$ cat src/rtl/ntt_dual_mode_addr_gen.sv
// Address/control generator for the PE-array NTT datapath: sequences RING_DEPTH butterfly stages
// of 2^L iterations in NTT or INTT order, driving ping-pong BRAM, twiddle ROM and PE shuffle.
`timescale 1ns/1ps
module ntt_dual_mode_addr_gen #(
  parameter int RING_DEPTH  = 12,
  parameter int PE_DEPTH    = 3,
  parameter int WAIT_CYCLES = 16,
  parameter int WR_DELAY    = 10,
  localparam int L  = RING_DEPTH - PE_DEPTH - 1,
  localparam int AW = L + 1,
  localparam int SW = $clog2(RING_DEPTH),
  localparam int TW = 1 + SW + L
) (
  input  logic          clk,
  input  logic          reset,
  input  logic          start,
  input  logic          mode,
  output logic          busy,
  output logic          done,
  output logic [AW-1:0] raddr,
  output logic [TW-1:0] raddr_tw,
  output logic [AW-1:0] waddr0,
  output logic [AW-1:0] waddr1,
  output logic          wen0,
  output logic          wen1,
  output logic          brsel0,
  output logic          brsel1,
  output logic [4:0]    stage_count
);

  localparam int WW = $clog2(WAIT_CYCLES + 1);

  typedef enum logic [1:0] {ST_IDLE = 2'd0, ST_RUN = 2'd1, ST_WAIT = 2'd2} state_t;

  typedef struct packed {
    logic         wen;
    logic         brsel;
    logic         bank;
    logic [L-1:0] a0;
    logic [L-1:0] a1;
    logic [4:0]   e;
  } pipe_t;

  localparam pipe_t PIPE_CLR = {1'b0, 1'b0, 1'b0, {L{1'b0}}, {L{1'b0}}, 5'd0};

  state_t        state_r;
  logic [4:0]    s_r;
  logic [L-1:0]  c_r;
  logic [WW-1:0] w_r;
  logic          mode_r;
  logic          bank_r;
  logic          busy_r;
  logic          done_r;
  logic [AW-1:0] raddr_r;
  logic [TW-1:0] raddr_tw_r;
  pipe_t         pipe_r [0:WR_DELAY+1];

  logic [4:0]    e_s;
  logic [4:0]    t_s;
  logic [L-1:0]  one_t_s;
  logic [L-1:0]  base_s;
  logic [L-1:0]  rd_s;
  logic [L-1:0]  odd_s;
  pipe_t         pipe_in_s;

  // Effective stage and butterfly addresses for the current loop index
  always_comb begin
    e_s       = mode_r ? (5'(RING_DEPTH - 1) - s_r) : s_r;
    t_s       = 5'd0;
    one_t_s   = {L{1'b0}};
    base_s    = c_r;
    rd_s      = c_r;
    odd_s     = c_r;
    pipe_in_s = PIPE_CLR;
    if (e_s < 5'(L)) begin
      t_s     = 5'(L - 1) - e_s;
      one_t_s = L'(1'b1) << t_s;
      base_s  = (c_r >> 1'b1) + ((c_r >> (t_s + 5'd1)) << t_s);
      rd_s    = base_s + (c_r[0] ? one_t_s : {L{1'b0}});
      odd_s   = base_s + one_t_s;
    end else begin
      base_s  = c_r;
      rd_s    = c_r;
      odd_s   = c_r;
    end
    if (state_r == ST_RUN) begin
      pipe_in_s = {1'b1, c_r[0], ~bank_r, base_s, odd_s, e_s};
    end else begin
      pipe_in_s = PIPE_CLR;
    end
  end

  // Stage/loop/wait sequencing, handshake and registered read addresses
  always_ff @(posedge clk) begin
    if (reset) begin
      state_r    <= ST_IDLE;
      s_r        <= 5'd0;
      c_r        <= {L{1'b0}};
      w_r        <= {WW{1'b0}};
      mode_r     <= 1'b0;
      bank_r     <= 1'b0;
      busy_r     <= 1'b0;
      done_r     <= 1'b0;
      raddr_r    <= {AW{1'b0}};
      raddr_tw_r <= {TW{1'b0}};
    end else begin
      case (state_r)
        ST_IDLE: begin
          done_r <= 1'b0;
          if (start) begin
            state_r <= ST_RUN;
            mode_r  <= mode;
            s_r     <= 5'd0;
            c_r     <= {L{1'b0}};
            w_r     <= {WW{1'b0}};
            bank_r  <= 1'b0;
            busy_r  <= 1'b1;
          end
        end
        ST_RUN: begin
          raddr_r    <= {bank_r, rd_s};
          raddr_tw_r <= {mode_r, e_s[SW-1:0], c_r};
          // c holds at its last value through WAIT; no wrap into the next stage
          if (c_r == {L{1'b1}}) begin
            state_r <= ST_WAIT;
            w_r     <= {WW{1'b0}};
          end else begin
            c_r <= c_r + L'(1'b1);
          end
        end
        ST_WAIT: begin
          if (w_r == WW'(WAIT_CYCLES - 1)) begin
            if (s_r < 5'(RING_DEPTH - 1)) begin
              state_r <= ST_RUN;
              s_r     <= s_r + 5'd1;
              c_r     <= {L{1'b0}};
              w_r     <= {WW{1'b0}};
              bank_r  <= ~bank_r;
            end else begin
              state_r <= ST_IDLE;
              busy_r  <= 1'b0;
              done_r  <= 1'b1;
            end
          end else begin
            w_r <= w_r + WW'(1'b1);
          end
        end
        default: begin
          state_r <= ST_IDLE;
        end
      endcase
    end
  end

  // Delay line matching the PE pipeline read-to-write latency
  always_ff @(posedge clk) begin
    if (reset) begin
      for (int i = 0; i <= WR_DELAY + 1; i++) pipe_r[i] <= PIPE_CLR;
    end else begin
      pipe_r[0] <= pipe_in_s;
      for (int i = 1; i <= WR_DELAY + 1; i++) pipe_r[i] <= pipe_r[i-1];
    end
  end

  assign busy        = busy_r;
  assign done        = done_r;
  assign raddr       = raddr_r;
  assign raddr_tw    = raddr_tw_r;
  assign waddr0      = {pipe_r[WR_DELAY].bank, pipe_r[WR_DELAY].a0};
  assign wen0        = pipe_r[WR_DELAY].wen;
  assign brsel0      = pipe_r[WR_DELAY].brsel;
  assign waddr1      = {pipe_r[WR_DELAY+1].bank, pipe_r[WR_DELAY+1].a1};
  assign wen1        = pipe_r[WR_DELAY+1].wen;
  assign brsel1      = pipe_r[WR_DELAY+1].brsel;
  assign stage_count = pipe_r[WR_DELAY+1].e;

endmodule

$ cat config.mk
export PLATFORM = sky130hd
export DESIGN_NAME = ntt_dual_mode_addr_gen
export DESIGN_NICKNAME = d
export VERILOG_FILES = /design/src/rtl/ntt_dual_mode_addr_gen.sv
export SDC_FILE = /design/constraint.sdc
export NUM_CORES = 1
export LEC_CHECK = 0
export CAP_MARGIN = 20
export CORE_ASPECT_RATIO = 1.1
export CORE_MARGIN = 2
export CORE_UTILIZATION = 45
export CTS_BUF_LIST = sky130_fd_sc_hd__clkbuf_4 sky130_fd_sc_hd__clkbuf_8
export DETAILED_ROUTE_END_ITERATION = 8
export PLACE_DENSITY = 0.67
export SLEW_MARGIN = 20
export SYNTH_ARGS = -nofsm -noshare
export SYNTH_HDL_FRONTEND = slang
export SYNTH_SLANG_ARGS = --single-unit
$ cat constraint.sdc
create_clock -name clk -period 10.5 [get_ports clk]
set_input_delay 1.05 -clock clk [delete_from_list [all_inputs] [get_ports clk]]
set_output_delay 1.05 -clock clk [all_outputs]
set_load 0.02 [all_outputs]
==> results.py, run 1 <==
metrics = {
    "clock_network": {
        "cts-root-buf": "clkbuf_8",
        "cts_hold_buf": 0,
        "postCtsResizedCells": 0,
        "path_clk_slew_ns": 0.06,
        "cts.sinks": 326,
        "cts_tree": "built",
        "clk_latency_ns": 0.57,
        "htreeDepth": 2,
        "clk_path_buf_depth": 3,
        "cts_buffers": 49,
        "post_cts_buffers": 0,
    },
    "critical_path": {
        "arrival_ns": 8.14,
        "crit_type": "flip-flop to flip-flop",
        "r2r_end": "raddr[7]$_SDFFE_PP0P_",
        "crit_slowest_cell": "dfxtp_1",
        "cp_top_family": "adder cells",
        "cpMostUsedCell": "ha_1",
        "cp_num_buf_inv": 1,
        "critPathMaxStageDelay_ns": 0.83,
        "crit_path_max_fanout": 22,
        "reg2regPathDepth": 21,
        "r2r_slack_ns": 2.83,
        "startpoint_type": "flip-flop",
        "required_ns": 10.97,
        "cp-end-kind": "flip-flop",
        "path_cells": "inv_1 -> ha_1 -> mux2i_1 -> ha_1 -> or4b_1 -> a211oi_2 -> a32o_2 -> a311oi_2 -> or3_2 -> nor3_1 -> fa_1 -> ha_1 -> a21o_1 -> a21oi_1 -> o21bai_1 -> maj3_1 -> a211oi_1 -> mux2i_1 -> nor2_1 -> xor2_1 -> o211ai_1",
        "reg2reg_from": "s_r[2]$_SDFFE_PP0P_",
    },
    "hold_path": {
        "hold-path-cell-count": 1,
        "holdPathEnd": "pipe_r[0][54]$_SDFF_PP0_",
        "hold_class": "flip-flop to flip-flop",
        "hold_start": "pipe_r[0][30]$_SDFF_PP0_",
    },
    "floorplan": {
        "rows": 61,
        "start_util_pct": 45.6,
        "die_w_um": 156,
        "ioPinCount": 55,
        "dieArea_um2": 26800,
        "core_area_um2": 25200,
        "die_height_um": 172,
    },
    "route": {
        "avgRoutedWirePerCell_um": 12.8,
        "drc": 0,
        "postRouteAntennaNets": 0,
        "drt-total-wl_um": 19300,
        "firstDrtPassIters": 4,
        "via_per_inst": 4.73,
        "vias": 7139,
        "drtIter0Drc": 325,
    },
    "global_route": {
        "antenna_found_initial": 0,
        "grt_pass1_vias": 6427,
        "grt_pass1_wl_um": 31600,
        "grt_max_degree": 112,
        "gr-total-overflow": 0,
        "track_usage_pct": 14.6,
    },
    "job": {
        "maxCapViolCount": 0,
    },
    "synthesis": {
        "synth.yosys.seq_area_share_pct": 56.8,
        "ys_types": 67,
        "synthTopCellsByArea": "dfxtp_1 (57%), nor2b_1 (14%), ha_1 (2.8%), a21oi_1 (2.7%), nor2_1 (2.6%)",
        "syn_nets": 1168,
        "synth.avg_cell_area_um2": 10.1,
        "synthCells": 1135,
        "synth_edf_count": 0,
        "yosys_warnings": 0,
        "synth_top_area_share_pct": 56.8,
        "yosysMostFrequentCell": "dfxtp_1",
        "synth_common_cells": "dfxtp_1 (326), nor2b_1 (262), nor2_1 (81), nand2_1 (70), a21oi_1 (61)",
        "ys_ff_latch": 326,
        "synthArstFlopShare_pct": 0,
        "syn_area_um2": 11500,
        "ys.flop_type": "dfxtp_1",
        "synth.largest_area_cell": "dfxtp_1",
    },
    "sta": {
        "slew_headroom_pct": 29.7,
        "setup_viol_count_final": 0,
        "finalClockSkew_ns": 0.0360,
        "finalMaxSlewViolations": 0,
        "finalSetupTns_ns": 0,
        "rsz0062_at_grt": "no",
        "hold_slack_ns": 0.429,
        "fmax_ghz": 0.130,
        "fin_crit_ns": 7.67,
        "worstMarginPinSlew_ns": 1.05,
        "finalCritPeriodShare_pct": 73.0,
        "finalHoldViolations": 0,
    },
    "power": {
        "power_leakage_nw": 5.14,
        "swShare_pct": 21.1,
        "power.switching_mw": 0.510,
        "p_int_mw": 1.91,
        "power_frac_clock_pct": 44.8,
        "power.share.sequential_pct": 51.6,
        "ir_drop_uv": 101,
        "power_density_nw_per_um2": 185,
        "p_comb_share_pct": 3.5,
    },
    "outcome": {
        "status": "finished clean",
    },
    "place": {
        "io_buffers": 54,
        "place_area_um2": 12100,
        "dp_hpwl_um": 12100,
        "gp_congestion": 0.871,
    },
    "cells_and_area": {
        "layout-drive-gt1-share_pct": 9.14,
        "design_area_um2": 13100,
        "n_antenna_cell": 0,
        "area_growth_pct": 14.1,
        "nets": 1194,
        "fill_cells": 2271,
        "fin_util_pct": 52.1,
    },
}
logic make-up after synthesis:
family	count (synthesis)	share of synthesized area [%]
compound gates	139	7.83
xor+xnor	37	3.14
fa+ha+maj	32	3.61
buf+inv	104	4.33
flops	326	56.8
mux	13	1.14
simple gates	484	23.2
layout by cell type (no fill, tap or decap), types with 4 or more instances in the layout:
master,count
dfxtp_1,326
nor2b_1,262
nor2_1,81
nand2_1,70
a21oi_1,61
clkbuf_8,59
clkdlybuf4s50_1,53
ha_1,26
xnor2_1,22
clkbuf_4,19
nor3_1,17
inv_1,16
o21ai_0,16
nand3_1,13
a211oi_1,13
xor2_1,12
mux2i_1,12
a21o_1,11
buf_4,8
nand4_1,7
o21bai_1,5
nand2b_1,5
a311oi_1,4
and2_1,4
nand3b_1,4
or3_1,4
how the worst max path moves through the flow:
stage                         from               endpoint  cells past startpoint
2_1_floorplan  s_r[2]$_SDFFE_PP0P_  raddr[7]$_SDFFE_PP0P_                     24
3_3_place_gp   s_r[2]$_SDFFE_PP0P_  raddr[7]$_SDFFE_PP0P_                     21
3_5_place_dp   s_r[2]$_SDFFE_PP0P_  raddr[7]$_SDFFE_PP0P_                     21
4_1_cts        s_r[2]$_SDFFE_PP0P_  raddr[7]$_SDFFE_PP0P_                     21
5_1_grt        s_r[2]$_SDFFE_PP0P_  raddr[7]$_SDFFE_PP0P_                     21
6_report       s_r[2]$_SDFFE_PP0P_  raddr[7]$_SDFFE_PP0P_                     21
final cells by class:
class                           instances  area (µm²)  share of cell area, %
Timing Repair Buffer                   62         604                   4.61
Clock buffer                           77         941                   7.17
Tap cell                              315         394                   3.00
Sequential cell                       326        6530                   49.8
Inverter                               17        63.8                  0.487
Clock inverter                          6         118                  0.897
Multi-Input combinational cell        705        4470                   34.1
through the flow:
stage,setup slack (ns),instances,power (mW)
floorplan,4.56,1135,1.34
global placement,3.21,1425,1.36
detailed placement,2.92,1425,1.36
CTS,2.87,1508,2.46
global route,2.37,1508,2.53
finish,2.83,1508,2.42
registers in the layout, indices dropped and copies added, names as in the netlist:
name / count
mode_r: 1
c_r: 8
w_r: 5
raddr_tw: 13
bank_r: 1
busy: 1
raddr: 9
done: 1
state_r: 2
pipe_r: 280
s_r: 5
power by group through the flow:
stage	Clock [mW]	Combinational, mW	Sequential [mW]
4_1_cts	1.13	0.0864	1.25
2_1_floorplan	0	0.0611	1.28
6_report	1.09	0.0856	1.25
3_5_place_dp	0	0.0860	1.28
3_3_place_gp	0	0.0863	1.28
5_1_grt	1.19	0.0945	1.25
metal layers:
layer | wire (µm) | part of all wire [%] | global-route usage [%] | vias to the layer above
li1 | - | - | - | 3723
met1 | 8760 | 46 | 17.9 | 3231
met2 | 9010 | 47 | 24.5 | 145
met3 | 1050 | 5.4 | 3.73 | 40
met4 | 434 | 2.3 | 5.86 | 0
met5 | 0 | 0 | 0 | -
worst register-to-register path: stages (launching register included):
cell,delay (ns)
dfxtp_1,0.83
inv_1,0.30
ha_1,0.37
mux2i_1,0.69
ha_1,0.67
or4b_1,0.54
a211oi_2,0.31
a32o_2,0.19
a311oi_2,0.06
or3_2,0.52
nor3_1,0.33
fa_1,0.59
ha_1,0.33
a21o_1,0.16
a21oi_1,0.23
o21bai_1,0.12
maj3_1,0.40
a211oi_1,0.33
mux2i_1,0.22
nor2_1,0.06
xor2_1,0.13
o211ai_1,0.16
No activity file was read; power rests on OpenSTA's default activity.
==> run 2, diff against run 1 <==
--- a/config.mk
+++ b/config.mk
@@ -11,7 +11,7 @@
 export CORE_UTILIZATION = 45
 export CTS_BUF_LIST = sky130_fd_sc_hd__clkbuf_4 sky130_fd_sc_hd__clkbuf_8
 export DETAILED_ROUTE_END_ITERATION = 8
-export PLACE_DENSITY = 0.67
+export PLACE_DENSITY = 0.7
 export SLEW_MARGIN = 20
 export SYNTH_ARGS = -nofsm -noshare
 export SYNTH_HDL_FRONTEND = slang
==> constraint.sdc (replaced) <==
create_clock -name clk -period 6.96 [get_ports clk]
set_input_delay 0.696 -clock clk [delete_from_list [all_inputs] [get_ports clk]]
set_output_delay 0.696 -clock clk [all_outputs]
set_load 0.02 [all_outputs]
==> run 2 against run 1 <==
Clock power increased by 53%; sequential share of layout area shrank 0.28 points; via count up 2.9%; sequential power up 51%; non-clock buffer count grew 6; first-iteration DRC count is 18% higher; critical path depth rose by 1; combinational power up 57%; register-to-register slack worse by 1.9 ns; setup slack worse by 1.9 ns; utilization increased by 0.30 points.
==> results.py, run 2 (synthesis gave the netlist of run 1 again) <==
metrics = {
    "hold_path": {
        "hold_start": "pipe_r[1][5]$_SDFF_PP0_",
        "hold_class": "flip-flop to flip-flop",
    },
    "sta": {
        "finalCritPeriodShare_pct": 86.6,
        "finalHoldViolations": 0,
        "setup_viol_count_final": 0,
        "worstMarginPinSlew_ns": 0.883,
        "fmax_ghz": 0.166,
        "fin_crit_ns": 6.03,
        "finalSetupTns_ns": 0,
        "rsz0062_at_grt": "no",
        "finalMaxSlewViolations": 0,
        "fin_ws_ns": 0.933,
        "finalClockSkew_ns": 0.0117,
        "slew_headroom_pct": 41.0,
    },
    "critical_path": {
        "cp-endpoint": "raddr[7]$_SDFFE_PP0P_",
        "r2r_end": "raddr[7]$_SDFFE_PP0P_",
        "startpoint_type": "flip-flop",
        "crit_start": "s_r[2]$_SDFFE_PP0P_",
        "crit_path_max_fanout": 21,
        "reg2reg_from": "s_r[2]$_SDFFE_PP0P_",
        "crit_type": "flip-flop to flip-flop",
        "reg2regPathDepth": 22,
        "required_ns": 7.45,
        "arrival_ns": 6.51,
        "cp-end-kind": "flip-flop",
        "r2r_slack_ns": 0.93,
    },
    "place": {
        "gp_congestion": 0.885,
        "pre_cts_slack_ns": 0.982,
        "dp_hpwl_um": 12500,
        "io_buffers": 54,
    },
    "clock_network": {
        "cts_buffers": 51,
        "htreeDepth": 2,
        "clk_path_buf_depth": 3,
        "clk_latency_ns": 0.56,
        "postCtsResizedCells": 0,
        "cts_hold_buf": 0,
        "path_clk_slew_ns": 0.06,
        "cts.sinks": 326,
        "cts_tree": "built",
        "cts-root-buf": "clkbuf_8",
        "post_cts_buffers": 0,
    },
    "global_route": {
        "antenna_found_initial": 0,
        "gr-total-overflow": 0,
        "grt_pass1_vias": 6802,
        "track_usage_pct": 15.0,
        "grt_max_degree": 181,
        "grt_pass1_wl_um": 32700,
    },
    "route": {
        "drtIter0Drc": 383,
        "firstDrtPassIters": 6,
        "drt-total-wl_um": 20000,
        "postRouteAntennaNets": 0,
        "vias": 7346,
        "via_per_inst": 4.85,
        "avgRoutedWirePerCell_um": 13.2,
        "drc": 0,
    },
    "cells_and_area": {
        "multiInputGateArea_um2": 4470,
        "largest_reg_flops": 280,
        "top_register": "pipe_r",
        "n_antenna_cell": 0,
        "final_cell_mix": "dfxtp_1 (326), nor2b_1 (262), nor2_1 (81), nand2_1 (70), a21oi_1 (61)",
        "area_growth_pct": 14.8,
        "final_common_cell": "dfxtp_1",
        "layout-drive-gt1-share_pct": 9.59,
        "regArea_um2": 6530,
        "nets": 1202,
        "fill_cells": 2288,
    },
    "outcome": {
        "status": "finished clean",
    },
    "floorplan": {
        "core_area_um2": 25200,
        "die_w_um": 156,
        "dieArea_um2": 26800,
        "start_util_pct": 45.6,
        "ioPinCount": 55,
        "die_height_um": 172,
        "rows": 61,
    },
    "job": {
        "maxCapViolCount": 0,
    },
    "power": {
        "ir_drop_uv": 147,
        "power_leakage_nw": 5.19,
        "power_density_nw_per_um2": 280,
    },
}
run 2: final cells by class:
class	count	area share, %
sequential	326	49.5
multi-input combinational	705	33.9
clock buffer	73	6.86
timing repair buffer	68	5.02
tap	315	2.99
clock inverter	10	1.30
inverter	17	0.484
run 2: layer usage:
metal,GRT usage [%],vias to the layer above,part of all wire (%)
met1,18.2,3374,45
met2,25.6,179,47
met5,0,-,0
li1,-,3738,-
met3,3.40,55,5.1
met4,6.50,0,2.9
run 2: how the worst min path moves through the flow:
| stage | end | slack, ns | depth (start not counted) |
|---|---|---|---|
| global route | pipe_r[0][55]$_SDFF_PP0_ | 0.44 | 1 |
| floorplan | pipe_r[0][24]$_SDFF_PP0_ | 0.41 | 1 |
| finish | pipe_r[1][29]$_SDFF_PP0_ | 0.43 | 1 |
| CTS | pipe_r[0][48]$_SDFF_PP0_ | 0.42 | 1 |
| global placement | pipe_r[2][7]$_SDFF_PP0_ | 0.42 | 1 |
| detailed placement | pipe_r[1][87]$_SDFF_PP0_ | 0.42 | 1 |
run 2: where the power goes:
part	switching [mW]	total, mW	internal (mW)
clock network	0.687	1.67	0.984
registers	0.00874	1.89	1.88
logic	0.0923	0.134	0.0414
total	0.788	3.69	2.90
run 2: through the flow:
step	utilization (%)	hold WS (ns)	total power, mW	cells	instance area, µm²
after CTS	52.4	0.420	3.75	1514	13200
after detailed placement	48.1	0.420	2.06	1431	12100
after global routing	52.4	0.444	3.85	1514	13200
after floorplan	-	0.414	2.02	1135	11500
final	52.4	0.428	3.69	1514	13200
after global placement	48.1	0.416	2.06	1431	12100
run 2: worst max-delay path, stage by stage, from the launching register on:
cell and delay (ns):
dfxtp_1 0.33, buf_4 0.25, ha_1 0.18, nand2_1 0.06
xor2_1 0.19, ha_1 0.30, or4b_1 0.49, a211oi_2 0.35
a32o_2 0.20, a311oi_2 0.07, or3_2 0.53, nor3_1 0.30
fa_1 0.58, ha_1 0.35, a21o_1 0.16, a21oi_1 0.23
o21bai_1 0.12, maj3_1 0.39, a211oi_1 0.29, mux2i_1 0.21
nor2_1 0.07, xor2_1 0.14, o211ai_1 0.16
